File: src/rtl/yags_pkg.sv
// Shared types for the YAGS resolver: metadata captured at fetch and the update command.
// Latency: none (types, constants and a pure combinational helper only).
// Backpressure: not applicable.
package yags_pkg;

    localparam int PC_W    = 10;
    localparam int GHR_W   = 10;
    localparam int TAG_W   = 9;
    localparam int Q_DEPTH = 4;

    localparam logic CACHE_NT = 1'b0;
    localparam logic CACHE_T  = 1'b1;

    // Everything needed at EX to train the predictor without re-reading its tables.
    typedef struct packed {
        logic [PC_W-1:0] pc;
        logic [PC_W-1:0] idx;
        logic            choice;
        logic            hit;
        logic            cache_pred;
        logic            final_pred;
    } yags_meta_t;

    typedef struct packed {
        logic             valid;
        logic             choice_en;
        logic [PC_W-1:0]  choice_idx;
        logic             cache_en;
        logic             cache_sel;
        logic             cache_alloc;
        logic [PC_W-1:0]  cache_idx;
        logic [TAG_W-1:0] cache_tag;
        logic             taken;
        logic             mispredict;
    } yags_upd_t;

    // Training decision for one resolved branch.
    function automatic yags_upd_t yags_resolve(input yags_meta_t m, input logic taken);
        yags_upd_t u;
        u             = '0;
        u.valid       = 1'b1;
        u.taken       = taken;
        u.mispredict  = (m.final_pred != taken);
        // A cache hit that was right while the choice was wrong must not disturb the choice PHT.
        u.choice_en   = !(m.hit && (m.cache_pred == taken) && (m.choice != taken));
        u.choice_idx  = m.pc;
        // A taken choice consulted the NT cache, so that is the one trained.
        u.cache_sel   = m.choice ? CACHE_NT : CACHE_T;
        u.cache_en    = m.hit || (m.choice != taken);
        u.cache_alloc = !m.hit && (m.choice != taken);
        u.cache_idx   = m.idx;
        u.cache_tag   = m.pc[TAG_W-1:0];
        return u;
    endfunction

endpackage

File: src/rtl/yags_branch_resolver_if.sv
// Fetch/EX/update bundle between the pipeline (master) and the resolver (slave).
// Latency: none (wiring only).
// Backpressure: fetch_stall is the only flow-control signal, driven by the slave.
interface yags_branch_resolver_if;
    import yags_pkg::*;

    logic             fetch_branch;
    logic [PC_W-1:0]  fetch_pc;
    logic             fetch_choice_pred;
    logic             fetch_cache_hit;
    logic             fetch_cache_pred;
    logic             fetch_stall;
    logic [GHR_W-1:0] ghr_spec;

    logic             ex_valid;
    logic             ex_taken;
    logic             ex_flush;

    logic             upd_valid;
    logic             upd_choice_en;
    logic [PC_W-1:0]  upd_choice_idx;
    logic             upd_cache_en;
    logic             upd_cache_sel;
    logic             upd_cache_alloc;
    logic [PC_W-1:0]  upd_cache_idx;
    logic [TAG_W-1:0] upd_cache_tag;
    logic             upd_taken;
    logic             mispredict;
    logic             q_underflow;

    modport master (
        output fetch_branch, fetch_pc, fetch_choice_pred, fetch_cache_hit, fetch_cache_pred,
        output ex_valid, ex_taken, ex_flush,
        input  fetch_stall, ghr_spec,
        input  upd_valid, upd_choice_en, upd_choice_idx, upd_cache_en, upd_cache_sel,
        input  upd_cache_alloc, upd_cache_idx, upd_cache_tag, upd_taken, mispredict, q_underflow
    );

    modport slave (
        input  fetch_branch, fetch_pc, fetch_choice_pred, fetch_cache_hit, fetch_cache_pred,
        input  ex_valid, ex_taken, ex_flush,
        output fetch_stall, ghr_spec,
        output upd_valid, upd_choice_en, upd_choice_idx, upd_cache_en, upd_cache_sel,
        output upd_cache_alloc, upd_cache_idx, upd_cache_tag, upd_taken, mispredict, q_underflow
    );

endinterface

File: src/rtl/yags_meta_fifo.sv
// In-order queue of in-flight branch metadata with flush and same-cycle push/pop.
// Latency: head is combinational from storage; a push is visible at the head one cycle later.
// Backpressure: full/empty reported; caller gates push/pop (push on full is legal with a pop).
module yags_meta_fifo
    import yags_pkg::*;
#(
    parameter int DEPTH = Q_DEPTH
) (
    input  logic       clk,
    input  logic       rst,
    input  logic       push,
    input  logic       pop,
    input  logic       flush,
    input  yags_meta_t wr_dat,
    output yags_meta_t head,
    output logic       full,
    output logic       empty
);
    localparam int AW = $clog2(DEPTH);
    localparam int CW = $clog2(DEPTH + 1);

    yags_meta_t    mem [DEPTH];
    logic [AW-1:0] wr_ptr;
    logic [AW-1:0] rd_ptr;
    logic [CW-1:0] count;

    assign full  = (count == CW'(DEPTH));
    assign empty = (count == '0);
    assign head  = mem[rd_ptr];

    // Pointer and occupancy tracking; flush discards all entries at once.
    always_ff @(posedge clk) begin
        if (rst || flush) begin
            wr_ptr <= '0;
            rd_ptr <= '0;
            count  <= '0;
        end else begin
            if (push) wr_ptr <= wr_ptr + 1'b1;
            if (pop)  rd_ptr <= rd_ptr + 1'b1;
            count <= count + CW'(push) - CW'(pop);
        end
    end

    // Entry storage; contents need no reset since occupancy says what is live.
    always_ff @(posedge clk) begin
        if (push && !flush) mem[wr_ptr] <= wr_dat;
    end

endmodule

File: src/rtl/yags_branch_resolver.sv
// YAGS resolver: queues fetch metadata, issues predictor update at EX, owns spec/committed GHR.
// Latency: update command registered, one cycle after ex_valid; ghr_spec updates on the same edge.
// Backpressure: fetch_stall = fetch_branch & full; optional YAGS_STATS_EN adds saturating stat counters.
module yags_branch_resolver
    import yags_pkg::*;
#(
    parameter int PC_size  = PC_W,
    parameter int GHR_size = GHR_W,
    parameter int Tag_size = TAG_W,
    parameter int DEPTH    = Q_DEPTH
) (
    input  logic                   clk,
    input  logic                   rst,
    yags_branch_resolver_if.slave  bus
`ifdef YAGS_STATS_EN
    ,
    output logic [31:0]            stat_branches,
    output logic [31:0]            stat_mispredicts
`endif
);

    logic [GHR_size-1:0] ghr_spec;
    logic [GHR_size-1:0] ghr_commit;
    logic [GHR_size-1:0] ghr_commit_nxt;
    logic                final_pred;
    logic                full;
    logic                empty;
    logic                do_pop;
    logic                do_push;
    logic                mis_now;
    logic                flush_ex;
    logic                flush;
    logic                q_underflow;
    yags_meta_t          wr_dat;
    yags_meta_t          head;
    yags_upd_t           cmd;
    yags_upd_t           upd_q;

    assign final_pred     = bus.fetch_cache_hit ? bus.fetch_cache_pred : bus.fetch_choice_pred;
    assign do_pop         = bus.ex_valid && !empty;
    assign cmd            = yags_resolve(head, bus.ex_taken);
    assign mis_now        = do_pop && cmd.mispredict;
    assign flush_ex       = bus.ex_flush && !bus.ex_valid;
    // Anything fetched alongside a redirect is wrong-path and is discarded.
    assign flush          = mis_now || flush_ex;
    assign do_push        = bus.fetch_branch && !flush && (!full || do_pop);
    assign ghr_commit_nxt = {ghr_commit[GHR_size-2:0], bus.ex_taken};

    assign wr_dat.pc         = bus.fetch_pc;
    assign wr_dat.idx        = bus.fetch_pc ^ PC_size'(ghr_spec);
    assign wr_dat.choice     = bus.fetch_choice_pred;
    assign wr_dat.hit        = bus.fetch_cache_hit;
    assign wr_dat.cache_pred = bus.fetch_cache_pred;
    assign wr_dat.final_pred = final_pred;

    yags_meta_fifo #(.DEPTH(DEPTH)) u_fifo (
        .clk    (clk),
        .rst    (rst),
        .push   (do_push),
        .pop    (do_pop),
        .flush  (flush),
        .wr_dat (wr_dat),
        .head   (head),
        .full   (full),
        .empty  (empty)
    );

    // History: committed follows resolved outcomes, speculative follows predictions or recovers.
    always_ff @(posedge clk) begin
        if (rst) begin
            ghr_spec   <= '0;
            ghr_commit <= '0;
        end else begin
            if (do_pop) ghr_commit <= ghr_commit_nxt;
            if (mis_now)       ghr_spec <= ghr_commit_nxt;
            else if (flush_ex) ghr_spec <= ghr_commit;
            else if (do_push)  ghr_spec <= {ghr_spec[GHR_size-2:0], final_pred};
        end
    end

    // Registered update command, a one-cycle pulse per resolved branch; underflow is sticky.
    always_ff @(posedge clk) begin
        if (rst) begin
            upd_q       <= '0;
            q_underflow <= 1'b0;
        end else begin
            upd_q <= do_pop ? cmd : '0;
            if (bus.ex_valid && empty) q_underflow <= 1'b1;
        end
    end

`ifdef YAGS_STATS_EN
    // Saturating resolved-branch and mispredict counters.
    always_ff @(posedge clk) begin
        if (rst) begin
            stat_branches    <= '0;
            stat_mispredicts <= '0;
        end else begin
            if (do_pop && (stat_branches != '1))     stat_branches    <= stat_branches + 1'b1;
            if (mis_now && (stat_mispredicts != '1)) stat_mispredicts <= stat_mispredicts + 1'b1;
        end
    end
`endif

    assign bus.fetch_stall     = bus.fetch_branch && full;
    assign bus.ghr_spec        = ghr_spec;
    assign bus.upd_valid       = upd_q.valid;
    assign bus.upd_choice_en   = upd_q.choice_en;
    assign bus.upd_choice_idx  = upd_q.choice_idx;
    assign bus.upd_cache_en    = upd_q.cache_en;
    assign bus.upd_cache_sel   = upd_q.cache_sel;
    assign bus.upd_cache_alloc = upd_q.cache_alloc;
    assign bus.upd_cache_idx   = upd_q.cache_idx;
    assign bus.upd_cache_tag   = upd_q.cache_tag[Tag_size-1:0];
    assign bus.upd_taken       = upd_q.taken;
    assign bus.mispredict      = upd_q.mispredict;
    assign bus.q_underflow     = q_underflow;

endmodule

File: src/flat_wrapper.sv
// flat-port wrapper written by rule: the top's interface ports become plain ports
module yags_branch_resolver_flat import yags_pkg::*;
#(
    parameter int PC_size  = PC_W,
    parameter int GHR_size = GHR_W,
    parameter int Tag_size = TAG_W,
    parameter int DEPTH    = Q_DEPTH
)
  (clk, rst, bus_fetch_branch, bus_fetch_pc, bus_fetch_choice_pred, bus_fetch_cache_hit, bus_fetch_cache_pred, bus_ex_valid, bus_ex_taken, bus_ex_flush, bus_fetch_stall, bus_ghr_spec, bus_upd_valid, bus_upd_choice_en, bus_upd_choice_idx, bus_upd_cache_en, bus_upd_cache_sel, bus_upd_cache_alloc, bus_upd_cache_idx, bus_upd_cache_tag, bus_upd_taken, bus_mispredict, bus_q_underflow);
  yags_branch_resolver_if bus_i ();
  input  logic clk;
  input  logic rst;
  input wire logic [$bits(bus_i.fetch_branch)-1:0] bus_fetch_branch;
  input wire logic [$bits(bus_i.fetch_pc)-1:0] bus_fetch_pc;
  input wire logic [$bits(bus_i.fetch_choice_pred)-1:0] bus_fetch_choice_pred;
  input wire logic [$bits(bus_i.fetch_cache_hit)-1:0] bus_fetch_cache_hit;
  input wire logic [$bits(bus_i.fetch_cache_pred)-1:0] bus_fetch_cache_pred;
  input wire logic [$bits(bus_i.ex_valid)-1:0] bus_ex_valid;
  input wire logic [$bits(bus_i.ex_taken)-1:0] bus_ex_taken;
  input wire logic [$bits(bus_i.ex_flush)-1:0] bus_ex_flush;
  output wire logic [$bits(bus_i.fetch_stall)-1:0] bus_fetch_stall;
  output wire logic [$bits(bus_i.ghr_spec)-1:0] bus_ghr_spec;
  output wire logic [$bits(bus_i.upd_valid)-1:0] bus_upd_valid;
  output wire logic [$bits(bus_i.upd_choice_en)-1:0] bus_upd_choice_en;
  output wire logic [$bits(bus_i.upd_choice_idx)-1:0] bus_upd_choice_idx;
  output wire logic [$bits(bus_i.upd_cache_en)-1:0] bus_upd_cache_en;
  output wire logic [$bits(bus_i.upd_cache_sel)-1:0] bus_upd_cache_sel;
  output wire logic [$bits(bus_i.upd_cache_alloc)-1:0] bus_upd_cache_alloc;
  output wire logic [$bits(bus_i.upd_cache_idx)-1:0] bus_upd_cache_idx;
  output wire logic [$bits(bus_i.upd_cache_tag)-1:0] bus_upd_cache_tag;
  output wire logic [$bits(bus_i.upd_taken)-1:0] bus_upd_taken;
  output wire logic [$bits(bus_i.mispredict)-1:0] bus_mispredict;
  output wire logic [$bits(bus_i.q_underflow)-1:0] bus_q_underflow;
  assign bus_i.fetch_branch = bus_fetch_branch;
  assign bus_i.fetch_pc = bus_fetch_pc;
  assign bus_i.fetch_choice_pred = bus_fetch_choice_pred;
  assign bus_i.fetch_cache_hit = bus_fetch_cache_hit;
  assign bus_i.fetch_cache_pred = bus_fetch_cache_pred;
  assign bus_i.ex_valid = bus_ex_valid;
  assign bus_i.ex_taken = bus_ex_taken;
  assign bus_i.ex_flush = bus_ex_flush;
  assign bus_fetch_stall = bus_i.fetch_stall;
  assign bus_ghr_spec = bus_i.ghr_spec;
  assign bus_upd_valid = bus_i.upd_valid;
  assign bus_upd_choice_en = bus_i.upd_choice_en;
  assign bus_upd_choice_idx = bus_i.upd_choice_idx;
  assign bus_upd_cache_en = bus_i.upd_cache_en;
  assign bus_upd_cache_sel = bus_i.upd_cache_sel;
  assign bus_upd_cache_alloc = bus_i.upd_cache_alloc;
  assign bus_upd_cache_idx = bus_i.upd_cache_idx;
  assign bus_upd_cache_tag = bus_i.upd_cache_tag;
  assign bus_upd_taken = bus_i.upd_taken;
  assign bus_mispredict = bus_i.mispredict;
  assign bus_q_underflow = bus_i.q_underflow;
  yags_branch_resolver #(.PC_size(PC_size), .GHR_size(GHR_size), .Tag_size(Tag_size), .DEPTH(DEPTH)) u_core (.clk(clk), .rst(rst), .bus(bus_i));
endmodule
File: config.mk
export PLATFORM = sky130hd
export DESIGN_NAME = yags_branch_resolver_flat
export DESIGN_NICKNAME = d
export VERILOG_FILES = /design/src/rtl/yags_pkg.sv /design/src/rtl/yags_branch_resolver_if.sv /design/src/rtl/yags_meta_fifo.sv /design/src/rtl/yags_branch_resolver.sv /design/src/flat_wrapper.sv
export SDC_FILE = /design/constraint.sdc
export NUM_CORES = 1
export LEC_CHECK = 0
export CORE_UTILIZATION = 40
export DETAILED_ROUTE_END_ITERATION = 10
export PLACE_DENSITY_LB_ADDON = 0.25
export SYNTH_ARGS = -nofsm -noshare
export SYNTH_HDL_FRONTEND = slang
export SYNTH_SLANG_ARGS = --single-unit
File: constraint.sdc
create_clock -name clk -period 5.7 [get_ports clk]
set_input_delay 1.14 -clock clk [delete_from_list [all_inputs] [get_ports clk]]
set_output_delay 1.14 -clock clk [all_outputs]
set_load 0.02 [all_outputs]
== After elaboration in Yosys (flattened, before gate mapping) ==
Memories as Yosys holds them, arrays and structs flattened. A register that Yosys moved wholly into a read port is not among the register bits.
Cells that the tools add are included.

* Bits in latches: 0
* Logic and storage cells: 61
* Output and inout bits: 48
* Bits in registers: 64
* Memory bits (writable): 96
* Memory bits (read-only): 0
* Input port bits: 19
* Memories: 1

{| class="wikitable"
|+ Memories
! name !! depth !! width !! rd ports !! clocked after memory_dff !! write ports !! RTL line !! RTL
|-
| u_core.u_fifo.mem || 4 || 24 || 1 || 1 || 1 || yags_meta_fifo.sv:22 || <nowiki>yags_meta_t mem [DEPTH];</nowiki>
|}

* Div/mod/pow operators: 0
* $mul: 0
* Add/sub/neg operators: 4
* Order comparisons: 0
* Multiplexer cells: 10
* Bitwise operators: 2
* Reduce and logical (&&, ||, !) cells: 24
* Shift operators: 0
* Equality and inequality tests: 4

{| class="wikitable"
|+ Operators by type and width
! kind !! count
|-
| 36-bit two-way mux || 1
|-
| 10-bit two-way mux || 3
|-
| 1-bit logical AND || 11
|-
| 10-bit bitwise XOR || 1
|-
| 1-bit zero test || 6
|-
| 2-bit by 1-bit adder with 2-bit output, second input constant || 2
|-
| 1-bit logical OR || 4
|-
| 1-bit two-way mux || 4
|-
| 2-bit two-way mux || 2
|-
| 3-bit by 1-bit adder with 3-bit output || 1
|-
| 3-bit == test, second input constant || 1
|-
| 3-bit zero test || 1
|-
| 3-bit nonzero test || 1
|-
| 3-bit by 1-bit subtractor with 3-bit output || 1
|-
| 1-bit inequality test || 2
|-
| 2-bit OR reduction || 1
|-
| 1-bit == test || 1
|-
| 1-bit NOT || 1
|}

== Longest topological paths before layout ==
* Depth in word-level cells: 11
* Gate-level depth with buffers: 13
* Mapped depth without buffers: 12

== Hierarchy ==
Synthesis repeated with hierarchy kept, for this count alone.

* Cell total of the unflattened synthesis: 376
* Area total of the unflattened synthesis: 5934.4 µm²

{| class="wikitable"
|+ By module, submodules not included
! module !! instances !! seq. area each (µm²) !! area each (µm²) !! cells an instance
|-
| yags_meta_fifo || 1 || 3062.9 || 3961.3 || 173
|-
| yags_branch_resolver || 1 || 960.9 || 1973.1 || 203
|}

== Least setup slack after synthesis ==
OpenSTA, ideal clock, no wires.

* Kind: input to register
* From: input bus_ex_taken
* To: register u_core.u_fifo.count[2]
* Data required time: 5576 ps
* Arrival: 3428 ps
* Stages on the path: 13
* Path slack: 2148 ps
* Buffers on the path: 1
* Library setup time: 124 ps
* Path through: clkbuf_1 inv_1 xnor2_2 a211oi_1 inv_1 ha_1 inv_1 ha_1 inv_1 fa_1 xor2_1 xnor2_1 nor2_1

* Word-level cells in the longest chain between the ends: 8
* Elaborated cells between the ends (all ways): 9
* Those cells by class: add/sub (2); eq/ne (1); reduce/logical (6)

{| class="wikitable"
|+ RTL lines
! what !! RTL line !! RTL
|-
| from (decl) || flat_wrapper.sv:19 || <nowiki>input wire logic [$bits(bus_i.ex_taken)-1:0] bus_ex_taken;</nowiki>
|-
| 1-bit inequality test (*) || yags_pkg.sv:43 || <nowiki>u.mispredict = (m.final_pred != taken);</nowiki>
|-
| 1-bit logical AND (*) || yags_branch_resolver.sv:42 || <nowiki>assign mis_now = do_pop && cmd.mispredict;</nowiki>
|-
| 1-bit logical OR (*) || yags_branch_resolver.sv:45 || <nowiki>assign flush = mis_now || flush_ex;</nowiki>
|-
| 1-bit zero test || yags_branch_resolver.sv:46 || <nowiki>assign do_push = bus.fetch_branch && !flush && (!full || do_pop);</nowiki>
|-
| 1-bit logical AND (2 in series) || yags_branch_resolver.sv:46 ||
|-
| 3-bit by 1-bit adder with 3-bit output || yags_meta_fifo.sv:40 || <nowiki>count <= count + CW'(push) - CW'(pop);</nowiki>
|-
| 3-bit by 1-bit subtractor with 3-bit output || yags_meta_fifo.sv:40 ||
|-
| to (signal assigned) || yags_meta_fifo.sv:40 ||
|-
| to (decl) || yags_meta_fifo.sv:25 || <nowiki>logic [CW-1:0] count;</nowiki>
|}

Every way passes the cells marked *; elsewhere a longest branch is shown, timed or not.
A chain may end at the register's enable or synchronous reset.

== Worst setup path in the final report ==
Ends and elaborated chain as after synthesis.

==> results_tabular.tex <==
\begin{tabular}{lr}
\hline
Metric & Value \\
\hline
\multicolumn{2}{l}{\textbf{Detailed routing}} \\
\quad DRC violation total after the first TritonRoute iteration & 358 \\
\quad Post-Route M1 WL & 5063 um \\
\quad Number of detailed-routing iterations run before antenna repair & 5 \\
\quad Met3 Wirelength & 479 um \\
\quad Vias per cell & 5.236 \\
\quad Routed wire length & 11550 um \\
\quad Metal2 WL & 5739 um \\
\quad Via total after detailed routing & 3377 \\
\quad Max Used Layer & met4 \\
\quad Detail-routed net length per standard cell & 17.91 um \\
\quad Post-detailed-route DRC marker count & 0 \\
\quad Post-route antenna net violation count & 0 \\
\multicolumn{2}{l}{\textbf{Synth}} \\
\quad Cell type with the highest aggregate area in the netlist & sky130\_fd\_sc\_hd\_\_edfxtp\_1 \\
\quad Post-synth EDFFs & 96 \\
\quad Ranking of synthesized cells by instance count & sky130\_fd\_sc\_hd\_\_edfxtp\_1, sky130\_fd\_sc\_hd\_\_dfxtp\_1, sky130\_fd\_sc\_hd\_\_mux4\_2, sky130\_fd\_sc\_hd\_\_nand2\_1 \\
\quad Library cell with the highest instance count after synthesis & sky130\_fd\_sc\_hd\_\_edfxtp\_1 \\
\quad Area share of the largest cell type after synthesis & 0.4935 \\
\quad Part of the Yosys area used for sequential elements & 0.6888 \\
\quad Post-Syn Area & 5842 um2 \\
\quad FF+latch count, synth & 153 \\
\quad Number of nets in the synthesized netlist & 414 \\
\quad Unique cell type count in the Yosys netlist & 39 \\
\quad Leading register cell type out of synthesis & sky130\_fd\_sc\_hd\_\_edfxtp\_1 \\
\quad Syn. warnings & 0 \\
\quad Average footprint of a synthesized cell & 15.06 um2 \\
\quad Synthesized netlist cell count & 388 \\
\quad Proportion of synthesized flip-flops having asynchronous set or reset & 0 \\
\quad Leading cell types by total area after synthesis & sky130\_fd\_sc\_hd\_\_edfxtp\_1, sky130\_fd\_sc\_hd\_\_dfxtp\_1, sky130\_fd\_sc\_hd\_\_mux4\_2 \\
\multicolumn{2}{l}{\textbf{Clock network}} \\
\quad Total of hold buffers inserted after clock tree synthesis & 0 \\
\quad TritonCTS clock tree & built \\
\quad Number of buffers added by the clock tree synthesis step & 17 \\
\quad Clock-pin slew of the registers on the worst-case setup and hold paths & 0.06 ns \\
\quad Total setup buffers inserted after CTS & 0 \\
\quad Total of cells resized after clock tree synthesis & 0 \\
\quad Skew-Pair Late Insertion Delay & 0.42 ns \\
\quad CTS Sinks & 153 \\
\quad H-tree levels & 4 \\
\quad Maximum buffer depth of the clock tree & 2 \\
\quad Root buffer cell & sky130\_fd\_sc\_hd\_\_clkbuf\_16 \\
\multicolumn{2}{l}{\textbf{Floorplan}} \\
\quad Number of placement rows & 43 \\
\quad Placeable Area & 14040 um2 \\
\quad Number of ports placed on the die boundary & 67 \\
\quad Height of the chip & 122.9 um \\
\quad Width of the die & 122.9 um \\
\quad Effective utilization at floorplan & 0.4160 \\
\quad Floorplan die area & 15090 um2 \\
\multicolumn{2}{l}{\textbf{Place}} \\
\quad Routability Congestion & 0.7841 \\
\quad Area of placed instances & 6638 um2 \\
\quad Port buffer count & 66 \\
\quad Placed wire-length estimate & 6933 um \\
\multicolumn{2}{l}{\textbf{Timing}} \\
\quad Final Hold Violating Endpoints & 0 \\
\quad Transition at the pin with the smallest max-transition slack & 1.097 ns \\
\quad Final-report max-slew violation count & 0 \\
\quad Max Freq & 0.2583 GHz \\
\quad Final min period & 3.872 ns \\
\quad Final worst clock skew & 0.005325 ns \\
\quad Slew margin rel. & 0.2631 \\
\quad RSZ-0062 raised after global routing & false \\
\quad Worst hold-check slack & 0.4686 ns \\
\quad Final Cycle Share & 0.6793 \\
\quad Final TNS setup & 0 ns \\
\quad Final setup violation count & 0 \\
\multicolumn{2}{l}{\textbf{Setup path}} \\
\quad Reg2Reg Capture Point & u\_core.u\_fifo.count[2] \\
\quad Critical path startpoint category & primary input \\
\quad Critical Path End & u\_core.u\_fifo.count[2] \\
\quad Worst-case reg-to-reg path depth & 13 \\
\quad Critical Path Source & bus\_ex\_taken \\
\quad Critical path required time & 6.00 ns \\
\quad Worst-path cell chain & clkdlybuf4s50\_1, inv\_1, xnor2\_2, a211oi\_1, inv\_1, ha\_1, inv\_1, ha\_1, inv\_1, fa\_1, xor2\_1, xnor2\_1, nor2\_1 \\
\quad Data arrival time at the worst-slack endpoint & 4.17 ns \\
\quad Crit Path Max Fanout & 10 \\
\quad Kind of capture point of the worst setup path & flop \\
\quad Crit-path max cell delay & 0.64 ns \\
\quad CP most frequent cell & sky130\_fd\_sc\_hd\_\_inv\_1 \\
\quad Slowest library cell on the worst path & sky130\_fd\_sc\_hd\_\_clkdlybuf4s50\_1 \\
\quad Type of the worst setup path & in -> reg \\
\quad Reg-to-reg setup timing slack & 1.96 ns \\
\multicolumn{2}{l}{\textbf{Global routing}} \\
\quad Maximum number of pins on one net before global-route repair & 47 \\
\quad Number of global-route vias before repair & 3413 \\
\quad First-pass GRT wire length & 17970 um \\
\quad GRT Util Overall & 0.1663 \\
\quad Antenna violations before repair & 0 \\
\quad Total gr overflow & 0 \\
\multicolumn{2}{l}{\textbf{Finish}} \\
\quad Share of cells above drive strength 1 & 0.1441 \\
\quad Layout Cell Area excl Fill & 7310 um2 \\
\quad Total number of nets in the final design & 478 \\
\quad P\&R area growth vs syn & 25.12\% \\
\quad Share of the core filled with cells & 0.5205 \\
\quad Antenna cell count & 0 \\
\multicolumn{2}{l}{\textbf{Worst hold path}} \\
\quad Count of cells along the worst hold path & 2 \\
\quad Path class of the lowest-slack min-delay path & reg -> reg \\
\multicolumn{2}{l}{\textbf{Run status}} \\
\quad Status & completed \\
\multicolumn{2}{l}{\textbf{Pwr}} \\
\quad IR drop worst, VDD & 0.0002409 V \\
\quad Pwr Density & 462.6 nW/um2 \\
\quad Overall power & 3.381 mW \\
\quad Static Leakage & 2.541 nW \\
\multicolumn{2}{l}{\textbf{Flow run}} \\
\quad \# Max-Cap Violations & 0 \\
\hline
\end{tabular}
## final cells by class
type | count | area (um2)
Clock buffer | 21 | 481.7
Clock inverter | 11 | 190.2
Fill cell | 1158 | 6733
Inverter | 21 | 78.83
Multi-Input combinational cell | 184 | 1580
Sequential cell | 153 | 4025
Tap cell | 180 | 225.2
Timing Repair Buffer | 75 | 728.2
## power breakdown
group          total [mW]  switching [mW]  internal [mW]
logic               0.739           0.419          0.320
clock network        1.25           0.425          0.824
registers            1.39          0.0650           1.33
## registers in the layout, summed over array words and instances (netlist names), 2 cells and up, named ones only
register / flops
u_core.u_fifo.mem: 96
u_core.bus.ghr_spec: 10
u_core.bus.upd_cache_idx: 10
u_core.ghr_commit: 10
u_core.bus.upd_cache_tag: 8
u_core.u_fifo.count: 3
u_core.bus.upd_choice_idx: 2
u_core.u_fifo.rd_ptr: 2
u_core.u_fifo.wr_ptr: 2
## per-stage QoR
stage | instances | setup WS (ns)
after floorplan | 388 | 2.148
after global placement | 613 | 1.485
after detailed placement | 613 | 1.439
after CTS | 645 | 1.859
after global routing | 645 | 1.641
final | 645 | 1.828
## cell usage in the layout (no fill, tap or decap), drive strengths merged, types with 2 or more instances in the layout
| cell type | count |
|---|---|
| ha | 6 |
| and3 | 21 |
| edfxtp | 96 |
| o2111ai | 2 |
| bufinv | 5 |
| xnor2 | 6 |
| clkdlybuf4s50 | 66 |
| clkinvlp | 3 |
| mux4 | 24 |
| xor2 | 12 |
| a221oi | 10 |
| dfxtp | 57 |
| nor2b | 2 |
| nand2b | 2 |
| clkbuf | 21 |
| inv | 21 |
| nor3 | 11 |
| nor2 | 20 |
| clkinv | 3 |
| nand2 | 24 |
| and2 | 5 |
| a21oi | 15 |
| buf | 9 |
| o32ai | 9 |
## layer usage
metal  GRT usage  vias to the layer above
met5           0                        -
met4     0.08994                        0
met3     0.04322                       26
met2      0.2683                      109
met1      0.2040                     1678
li1            -                     1564
## worst min path at each step
stage | end | slack, ns | from
finish | u_core.ghr_commit[9] | 0.47 | u_core.ghr_commit[9]
global route | u_core.bus.q_underflow | 0.51 | u_core.bus.q_underflow
CTS | u_core.ghr_commit[9] | 0.47 | u_core.ghr_commit[9]
detailed placement | u_core.ghr_commit[9] | 0.46 | u_core.ghr_commit[9]
global placement | u_core.ghr_commit[9] | 0.44 | u_core.ghr_commit[9]
floorplan | u_core.ghr_commit[9] | 0.44 | u_core.ghr_commit[9]
## worst max-delay path: cells and delay by family
kind | cells | cell delay (ns)
compound gates | 1 | 0.57
simple gates | 1 | 0.05
buf+inv | 5 | 1.02
xor+xnor | 3 | 0.59
fa+ha+maj | 3 | 0.79
## cells by family (layout without fill, tap and decap cells)
logic type / count (synthesis) / count (layout) / synth area share
mux: 25 / 25 / 0.09424
fa+ha+maj: 7 / 7 / 0.01628
buf+inv: 51 / 128 / 0.04155
flops: 153 / 153 / 0.6888
simple gates: 92 / 92 / 0.07882
compound gates: 42 / 42 / 0.05205
xor+xnor: 18 / 18 / 0.02827
Note: power is estimated with default switching activity, not from simulation.
